**src/rtl/i2s_ring_fifo.sv**
```systemverilog
// i2s_ring_fifo: circular-buffer sample FIFO between the I2S receiver and the
// downstream audio consumer. One sample is pushed per rising edge of the
// receiver's sample-ready level; the oldest sample is presented
// first-word-fall-through on fifo_out.
//
// Ports:
//   CLK              system clock, all logic on the rising edge
//   RST              synchronous active-high reset
//   i2s_sample_ready sample-ready level from the receiver (already in CLK domain)
//   fifo_in          sample data, valid the first cycle i2s_sample_ready is high
//   pop              consume the head entry this cycle
//   clr_flags        clear the sticky overflow/underflow flags
//   fifo_out         head entry, valid while fifo_empty=0
//   fifo_empty       count==0
//   fifo_full        count==DEPTH
//   fifo_count       entries held, 0..DEPTH
//   overflow         sticky: a push met a full FIFO
//   underflow        sticky: pop asserted while empty
//
// Build option:
//   I2S_FIFO_OVERWRITE_EN  when defined, a push into a full FIFO (no pop)
//                          overwrites the oldest entry instead of being dropped.
module i2s_ring_fifo #(
  parameter int unsigned WIDTH = 32,
  parameter int unsigned DEPTH = 16,
  localparam int unsigned AW = $clog2(DEPTH)
) (
  input  logic             CLK,
  input  logic             RST,
  input  logic             i2s_sample_ready,
  input  logic [WIDTH-1:0] fifo_in,
  input  logic             pop,
  input  logic             clr_flags,
  output logic [WIDTH-1:0] fifo_out,
  output logic             fifo_empty,
  output logic             fifo_full,
  output logic [AW:0]      fifo_count,
  output logic             overflow,
  output logic             underflow
);

  localparam logic [AW:0] FullCount = (AW+1)'(DEPTH);

  logic             prev_ready_q;
  logic [WIDTH-1:0] mem_q [DEPTH];
  logic [AW-1:0]    wr_ptr_q, wr_ptr_d;
  logic [AW-1:0]    rd_ptr_q, rd_ptr_d;
  logic [AW:0]      count_q, count_d;
  logic             overflow_q, overflow_d;
  logic             underflow_q, underflow_d;

  logic push, empty, full, wr_en, rd_adv, ovf_evt, unf_evt;

  always_comb begin
    push    = i2s_sample_ready & ~prev_ready_q;
    empty   = (count_q == '0);
    full    = (count_q == FullCount);
    // A pop in the same cycle frees a slot, so only push-without-pop overflows.
    ovf_evt = push & full & ~pop;
    unf_evt = pop & empty;
`ifdef I2S_FIFO_OVERWRITE_EN
    // Overwrite mode: the write always lands, and the oldest entry is retired.
    wr_en   = push;
    rd_adv  = (pop & ~empty) | ovf_evt;
`else
    wr_en   = push & ~ovf_evt;
    rd_adv  = pop & ~empty;
`endif
    wr_ptr_d = wr_en  ? wr_ptr_q + AW'(1) : wr_ptr_q;
    rd_ptr_d = rd_adv ? rd_ptr_q + AW'(1) : rd_ptr_q;

    count_d = count_q;
    if (wr_en && !rd_adv) begin
      count_d = count_q + (AW+1)'(1);
    end else if (rd_adv && !wr_en) begin
      count_d = count_q - (AW+1)'(1);
    end

    // A new error event in the same cycle as clr_flags wins.
    overflow_d  = (overflow_q  & ~clr_flags) | ovf_evt;
    underflow_d = (underflow_q & ~clr_flags) | unf_evt;
  end

  always_ff @(posedge CLK) begin
    if (RST) begin
      // Held at 1 so a level already high at reset release does not push.
      prev_ready_q <= 1'b1;
      wr_ptr_q     <= '0;
      rd_ptr_q     <= '0;
      count_q      <= '0;
      overflow_q   <= 1'b0;
      underflow_q  <= 1'b0;
    end else begin
      prev_ready_q <= i2s_sample_ready;
      wr_ptr_q     <= wr_ptr_d;
      rd_ptr_q     <= rd_ptr_d;
      count_q      <= count_d;
      overflow_q   <= overflow_d;
      underflow_q  <= underflow_d;
    end
  end

  always_ff @(posedge CLK) begin
    if (RST) begin
      for (int unsigned i = 0; i < DEPTH; i++) begin
        mem_q[i] <= '0;
      end
    end else if (wr_en) begin
      mem_q[wr_ptr_q] <= fifo_in;
    end
  end

  assign fifo_out   = mem_q[rd_ptr_q];
  assign fifo_empty = empty;
  assign fifo_full  = full;
  assign fifo_count = count_q;
  assign overflow   = overflow_q;
  assign underflow  = underflow_q;

endmodule

```
**config.mk**
```make
export PLATFORM = sky130hd
export DESIGN_NAME = i2s_ring_fifo
export DESIGN_NICKNAME = d
export VERILOG_FILES = /design/src/rtl/i2s_ring_fifo.sv
export SDC_FILE = /design/constraint.sdc
export NUM_CORES = 1
export LEC_CHECK = 0
export BUFFER_PORTS_ARGS = -buffer_cell sky130_fd_sc_hd__buf_2
export CORE_ASPECT_RATIO = 0.7
export CORE_UTILIZATION = 60
export DETAILED_ROUTE_END_ITERATION = 16
export GPL_ROUTABILITY_DRIVEN = 1
export PLACE_DENSITY = 0.77
export SLEW_MARGIN = 40
export SYNTH_ARGS = -nofsm -noshare
export SYNTH_HDL_FRONTEND = slang
export SYNTH_SLANG_ARGS = --single-unit
```
**constraint.sdc**
```tcl
create_clock -name CLK -period 3.4 [get_ports CLK]
set_input_delay 0.34 -clock CLK [delete_from_list [all_inputs] [get_ports CLK]]
set_output_delay 0.34 -clock CLK [all_outputs]
set_load 0.02 [all_outputs]
```
==> impl_metrics.toml, run 1 <==
[clock_network]
post_cts_resize_count = 0
root_buffer = "clkbuf_16"
cts_hold_buffers = 1
clk_pin_slew_ns = 0.06
clk_latency_ns = 0.57
clockBufferDepth = 3
cts_made_buffers = 49
cts_tree = "done"
cts_sinks = 532
htree_levels = 2
cts_setup_buffers = 0

[setup_path]
crit_type = "reg2out"
cp.required_ns = 3.06
path_buf_inv = 2
cp.arrival_ns = 2.79
path_delay_family = "flip-flops"
rrSetupSlack_ns = 0.33
start_kind = "flop"
cp_cell_sequence = "buf_12, mux4_2, a22oi_1, nand2_1, buf_2"
critPathSlowestCell = "dfxtp_4"
end_kind = "output port"
cp_max_fo = 30
critical_path.max_stage_delay_ns = 0.63

[yosys]
syn-cell-area_um2 = 23320
yosysSeqAreaShare = 0.6765
syn_inst = 1661
avgSynthCellArea_um2 = 14.04
yosysTopAreaCellShare = 0.6593
yosysWarnings = 0
syn_nets = 1708
ys_seq_elements = 532
netlist_top_cells_area = "edfxtp_1 66%, mux4_2 12%, nor2_1 8.7%, nand2_1 2.6%, a22oi_1 2.1%"
synth_top_cell_by_area = "edfxtp_1"
yosys.cell_types.count = 35

[timing]
finalSetupViolCount = 0
rsz0062_at_grt = "no"
slew_headroom = 0.4533
clock_skew_ns = 0.01774
fmax_ghz = 0.3192
fin_tns_setup_ns = 0
whs_ns = 0.1139
period_needed_ns = 3.133
drv_slew = 0
worst_slew_pin_slew_ns = 0.8183
finalCritPeriodShare = 0.9215
hold_violations = 0

[grt]
grt_pass1_vias = 14480
antenna_found_initial = 0
grt_max_degree = 91
grt_pass1_wl_mm = 88.24
grt_overflow_total = 0
grt_use_total = 0.3031

[route]
vias = 14360
dr.first_iter.drc_count = 2050
ant_nets = 0
vias_per_cell = 6.324
drc_errors = 0
wirelength_mm = 58.24
routedWlPerCell_um = 25.66
first_pass_iters = 6

[finish]
final_core_util = 0.6722
num_antenna_cells = 0
final_cells = 2270
drive_gt1_frac = 0.1974
area_delta_synth_final_pct = 10.59
final_nets = 1755

[worst_hold_path]
hp-class = "in2reg"

[placed_design]
port_buffers = 77
hpwlAfterDp_mm = 33.28
dp.cells = 2183
place.gp.congestion = 0.7726

[pwr]
p_per_area_nw_per_um2 = 624.3
ir_worst_vdd_v = 0.0004347
power.leakage_nw = 8.618

[die]
dieArea_um2 = 39670
ios = 78
rows = 60
start_util = 0.6079
die_h_um = 166.9
core_area_um2 = 38360
die_w_um = 237.6

[flow_run]
drv_cap = 0

[status]
status = "finished, final reports clean"
[power by group]
group / total, mW / switching [mW] / internal, mW
Combinational: 3.25 / 1.73 / 1.52
Sequential: 7.62 / 0.185 / 7.44
Clock: 5.23 / 2.36 / 2.87
[worst reg2reg max path, cell delays in order, from the launching register on]
cell and delay [ns]:
dfxtp_1 0.35, or4_1 0.72, o21ai_0 0.26, buf_4 0.17
ha_1 0.20, inv_1 0.11, ha_1 0.34, nand2b_1 0.07
a21oi_1 0.17, mux2i_1 0.23, mux2_2 0.35
[per-stage QoR]
stage          power, mW  cell area, µm²  worst slack, ns
2_1_floorplan      10.09           23320           0.3450
3_3_place_gp       10.98           24220           0.3904
3_5_place_dp       11.04           24300           0.3522
4_1_cts            16.17           25780           0.2040
5_1_grt            16.64           25790          0.05208
6_report           16.10           25790           0.2669
[flip-flops by register name (all words and copies together), names as in the netlist, named ones only]
| register | count |
|---|---|
| mem_q | 512 |
| fifo_count | 5 |
| rd_ptr_q | 4 |
| wr_ptr_q | 4 |
| overflow | 1 |
| prev_ready_q | 1 |
| underflow | 1 |
[synthesized netlist by cell type (all sizes together)]
cell / count
o31a: 1
o211ai: 2
a22oi: 66
fa: 1
mux2: 2
or3: 1
nor4bb: 1
xnor2: 1
nor2b: 38
o311ai: 1
and3: 1
nand2: 164
a21o: 17
a21oi: 4
edfxtp: 512
mux2i: 3
mux4: 128
dfxtp: 20
or2: 1
o21ai: 1
buf: 70
nor3: 1
inv: 7
clkbuf: 54
nand4: 1
xor2: 6
ha: 9
or4: 1
nand2b: 1
nor4: 1
and2: 6
nor2: 539
[final timing paths]
kind	startpoint	to	cells past startpoint
max	flop	fifo_out[22]	5
min reg2reg	rd_ptr_q[3]	flop	2
min	clr_flags	underflow	4
max reg2reg	fifo_count[0]	fifo_count[4]	10
[layer usage]
metal	track usage	share of wire	wire (µm)
met1	0.4434	0.39	22810
met2	0.4776	0.47	27450
met3	0.05652	0.12	6828
met4	0.07518	0.020	1149
met5	0	0	0
[kinds of logic after synthesis]
logic type,share of synthesized area
AO/OA/AOI/OAI,0.02951
XOR/XNOR,0.002629
adder cells (fa/ha/maj),0.005688
buffers and inverters,0.03203
flip-flops,0.6765
multiplexers,0.1259
AND/OR/NAND/NOR,0.1278
[area by class of cell]
class / instances / area (µm²)
clock inverters: 27 / 209.0
inverters: 7 / 26.28
flip-flops and latches: 532 / 15780
clock buffers: 59 / 1264
well taps: 527 / 659.4
repair buffers: 120 / 875.8
multi-input cells: 998 / 6970
fillers: 2619 / 12570
[cells in the final DEF, fill, tap and decap left out, types with 6 or more instances in the layout]
cell,n
a21o_4,13
a22oi_1,66
and2_1,6
buf_12,13
buf_2,76
buf_4,30
clkbuf_1,10
clkbuf_16,49
clkinv_1,10
clkinv_2,10
dfxtp_1,18
edfxtp_1,512
ha_1,9
inv_1,7
mux4_2,128
nand2_1,161
nor2_1,537
nor2b_1,34
xor2_1,6
No activity file was read; power rests on OpenSTA's default activity.
==> inputs of run 2 (changes only) <==
--- a/config.mk
+++ b/config.mk
@@ -8,9 +8,11 @@
 export BUFFER_PORTS_ARGS = -buffer_cell sky130_fd_sc_hd__buf_2
 export CORE_ASPECT_RATIO = 0.7
 export CORE_UTILIZATION = 60
+export CTS_CLUSTER_SIZE = 25
 export DETAILED_ROUTE_END_ITERATION = 16
 export GPL_ROUTABILITY_DRIVEN = 1
 export PLACE_DENSITY = 0.77
+export REMOVE_ABC_BUFFERS = 1
 export SLEW_MARGIN = 40
 export SYNTH_ARGS = -nofsm -noshare
 export SYNTH_HDL_FRONTEND = slang
==> constraint.sdc (replaced) <==
create_clock -name CLK -period 3.4 [get_ports CLK]
set_input_delay 0.17 -clock CLK [delete_from_list [all_inputs] [get_ports CLK]]
set_output_delay 0.17 -clock CLK [all_outputs]
set_load 0.02 [all_outputs]
==> impl_metrics.toml, run 2 (same netlist as run 1, synthesis figures left out) <==
[worst_hold_path]
hp-class = "in2reg"

[clock_network]
clk_pin_slew_ns = 0.07
htree_levels = 2
cts_tree = "done"
post_cts_resize_count = 0
cts_made_buffers = 49
root_buffer = "clkbuf_16"
cts_sinks = 532
clockBufferDepth = 3
cts_setup_buffers = 0
clk_latency_ns = 0.58

[finish]
drive_gt1_frac = 0.1933
final_core_util = 0.6735
final_nets = 1747
top_register = "mem_q"
area_delta_synth_final_pct = 10.80
final_common_cell = "nor2_1"
num_antenna_cells = 0
largest_register_ffs = 512
layout_common_cells = "537 x nor2_1, 512 x edfxtp_1, 161 x nand2_1"

[placed_design]
place.gp.congestion = 0.7893
port_buffers = 77
hpwlAfterDp_mm = 30.86

[timing]
finalSetupViolCount = 0
worst_slew_pin_slew_ns = 0.6637
rsz0062_at_grt = "no"
period_needed_ns = 3.071
finalCritPeriodShare = 0.9033
fin_tns_setup_ns = 0
drv_slew = 0
clock_skew_ns = 0.02298
slew_headroom = 0.5566
hold_violations = 0
whs_ns = 0.1141
fmax_ghz = 0.3256

[pwr]
total_power_mw = 16.35
p_per_area_nw_per_um2 = 632.8
power.leakage_nw = 8.628
ir_worst_vdd_v = 0.0004335

[route]
first_pass_iters = 6
drc_errors = 0
dr.first_iter.drc_count = 1668
vias_per_cell = 6.256
vias = 14170
wirelength_mm = 56.50
ant_nets = 0
routedWlPerCell_um = 24.95

[grt]
grt_use_total = 0.2930
grt_pass1_wl_mm = 85.80
grt_max_degree = 88
grt_overflow_total = 0
grt_pass1_vias = 14360
antenna_found_initial = 0

[die]
core_area_um2 = 38360
die_h_um = 166.9
ios = 78
die_w_um = 237.6
dieArea_um2 = 39670
rows = 60
start_util = 0.6079

[setup_path]
cp.arrival_ns = 3.52
crit_type = "reg2reg"
end_kind = "flop"
cp.required_ns = 3.85
start_kind = "flop"
cp_max_fo = 8

[flow_run]
drv_cap = 0

[status]
status = "finished, final reports clean"
==> run 2: cell count changes in the layout (fill, tap and decap cells not counted), moves of 2 or more <==
cell,previous run,this run
clkinv_1,10,14
bufinv_16,3,5
and2_1,6,4
a21o_4,13,16
clkbuf_16,49,51
a21o_2,3,0
clkinv_2,10,8
dlygate4sd3_1,1,3
buf_4,30,20
clkinvlp_4,3,1
==> run 2: report_power, final <==
group | internal [mW] | leakage, nW | switching [mW]
Sequential | 7.44 | 5.45 | 0.250
Combinational | 1.52 | 2.41 | 1.64
Clock | 3.11 | 0.768 | 2.39
Total | 12.1 | 8.63 | 4.28
==> run 2: worst paths after layout <==
check,from,end,slack [ns],depth (start not counted)
hold reg to reg,overflow,overflow,0.50,2
setup / recovery,fifo_count[0],fifo_count[4],0.33,8
setup reg to reg,fifo_count[0],fifo_count[4],0.33,8
hold / removal,RST,wr_ptr_q[2],0.11,2
==> run 2: cell type report <==
cell class	instances	area, µm²
sequential	532	15780
fill	2588	12530
multi-input combinational	998	6993
clock buffer	60	1310
timing repair buffer	112	805.8
tap	527	659.4
clock inverter	29	259.0
inverter	7	26.28
==> run 2: routing by layer <==
layer  vias to the layer above  wire length, µm  GRT usage
li1                       6109                -          -
met1                      7109            21930     0.4271
met2                       854            27310     0.4690
met3                        97             5746    0.04011
met4                         0             1515    0.08612
met5                         -                0          0
==> run 2: timing repair <==
| action | 4_1_cts | 5_1_grt |
|---|---|---|
| endpoints found under the setup margin | 0 | 0 |
| hold buffers | 3 | 0 |
| endpoints found under the hold margin | 3 | 0 |
==> run 2: stage by stage <==
step / setup WS [ns] / cell area, µm² / instances
after floorplan: -3.074 / 22600 / 1537
after global placement: 0.4095 / 24140 / 2173
after detailed placement: 0.3851 / 24240 / 2173
after CTS: 0.3139 / 25840 / 2265
after global routing: 0.1385 / 25840 / 2265
final: 0.3288 / 25840 / 2265
==> run 2: critical path: stages (launching register included) <==
cell and delay (ns):
dfxtp_1 0.35, or4_1 0.72, o31a_1 0.33, ha_1 0.25, fa_1 0.41, nand2b_1 0.16
a21oi_1 0.16, mux2i_1 0.22, mux2_2 0.35
==> inputs of run 3 (changes only) <==
--- a/config.mk
+++ b/config.mk
@@ -12,6 +12,7 @@
 export DETAILED_ROUTE_END_ITERATION = 16
 export GPL_ROUTABILITY_DRIVEN = 1
 export PLACE_DENSITY = 0.77
+export RECOVER_POWER = 50
 export REMOVE_ABC_BUFFERS = 1
 export SLEW_MARGIN = 40
 export SYNTH_ARGS = -nofsm -noshare
==> impl_metrics.toml, run 3 (same netlist as run 1, synthesis figures left out) <==
[grt]
grt_overflow_total = 0
grt_pass1_wl_mm = 85.80
grt_use_total = 0.2930
antenna_found_initial = 0
grt_max_degree = 88
grt_pass1_vias = 14360

[pwr]
ir_worst_vdd_v = 0.0004327
power.leakage_nw = 8.533
p_per_area_nw_per_um2 = 634.0

[clock_network]
root_buffer = "clkbuf_16"
cts_sinks = 532
clockBufferDepth = 3
clk_pin_slew_ns = 0.07
cts_made_buffers = 49
htree_levels = 2
clk_latency_ns = 0.58
cts_tree = "done"

[timing]
period_needed_ns = 3.240
worst_slew_pin_slew_ns = 1.719
clock_skew_ns = 0.02403
fmax_ghz = 0.3087
layout_setup_ws_ns = 0.1603
rsz0062_at_grt = "no"
fin_tns_setup_ns = 0
drv_slew = 32
finalCritPeriodShare = 0.9529
finalSetupViolCount = 0
hold_violations = 0
slew_headroom = -0.1462

[route]
vias = 14150
drc_errors = 0
dr.first_iter.drc_count = 1689
ant_nets = 0
wirelength_mm = 56.49
vias_per_cell = 6.247
routedWlPerCell_um = 24.94
first_pass_iters = 5

[die]
rows = 60
die_h_um = 166.9
dieArea_um2 = 39670
core_area_um2 = 38360
start_util = 0.6079
die_w_um = 237.6
ios = 78

[status]
violations = "capacitance limit, slew limit"
status = "complete, but fails checks"

[finish]
num_antenna_cells = 0
final_nets = 1747
area_delta_synth_final_pct = 10.45
top_register = "mem_q"
drive_gt1_frac = 0.1864
final_core_util = 0.6714
layout_common_cells = "537 x nor2_1, 512 x edfxtp_1, 161 x nand2_1"
largest_register_ffs = 512
final_common_cell = "nor2_1"

[setup_path]
start_kind = "flop"
end_kind = "flop"
crit_type = "reg2reg"
cp_max_fo = 45
cp.required_ns = 3.70
cp.arrival_ns = 3.54

[placed_design]
port_buffers = 77
hpwlAfterDp_mm = 30.86
place.gp.congestion = 0.7893
dp_slack_ns = 0.3851

[flow_run]
drv_cap = 1

[worst_hold_path]
hp-class = "in2reg"
run 3: per-stage QoR:
step | power [mW] | instance area (µm²) | hold WS (ns) | cells
finish | 16.33 | 25760 | 0.1908 | 2265
global route | 16.86 | 25760 | 0.2133 | 2265
CTS | 16.41 | 25840 | 0.09207 | 2265
detailed placement | 11.01 | 24240 | 0.3697 | 2173
global placement | 10.93 | 24140 | 0.3684 | 2173
floorplan | 9.911 | 22600 | 0.2424 | 1537
run 3: layout make-up:
cell class | instances | area (µm²)
clock buffer | 60 | 1310
clock inverter | 29 | 259.0
fill | 2605 | 12610
inverter | 7 | 26.28
multi-input combinational | 998 | 6965
sequential | 532 | 15780
tap | 527 | 659.4
timing repair buffer | 112 | 753.2
run 3: path summary, 6_finish.rpt:
check | slack, ns | start | cells after the start | end
hold reg to reg | 0.51 | overflow | 2 | overflow
hold / removal | 0.19 | fifo_in[22] | 4 | mem_q[0][22]
setup reg to reg | 0.16 | fifo_count[0] | 6 | mem_q[0][27]
setup / recovery | 0.16 | fifo_count[0] | 6 | mem_q[0][27]
run 3: per-layer routing:
layer	up-vias	part of all wire	global-route usage
li1	6112	-	-
met1	7083	0.39	0.4271
met2	854	0.48	0.4690
met3	101	0.098	0.04011
met4	0	0.027	0.08612
met5	-	0	0
run 3: what timing repair did:
| item | 4_1_cts | 5_1_grt |
|---|---|---|
| gates resized for setup | 0 | 0 |
| setup endpoints to repair | 0 | 0 |
| endpoints found under the hold margin | 3 | 0 |
| buffers inserted | 0 | 0 |
| hold buffers | 3 | 0 |
run 3: power breakdown:
group          total [mW]  switching, mW  leakage [nW]  internal, mW
clock network        5.50           2.39         0.768          3.11
logic                3.14           1.64          2.31          1.51
registers            7.69          0.250          5.45          7.44
run 3: worst max-delay path, stage by stage (launching register included):
cell,delay (ns)
dfxtp_1,0.35
or4_1,0.72
o31a_1,0.32
clkbuf_1,0.29
nand2_2,0.66
buf_6,0.46
nor2_1,0.13
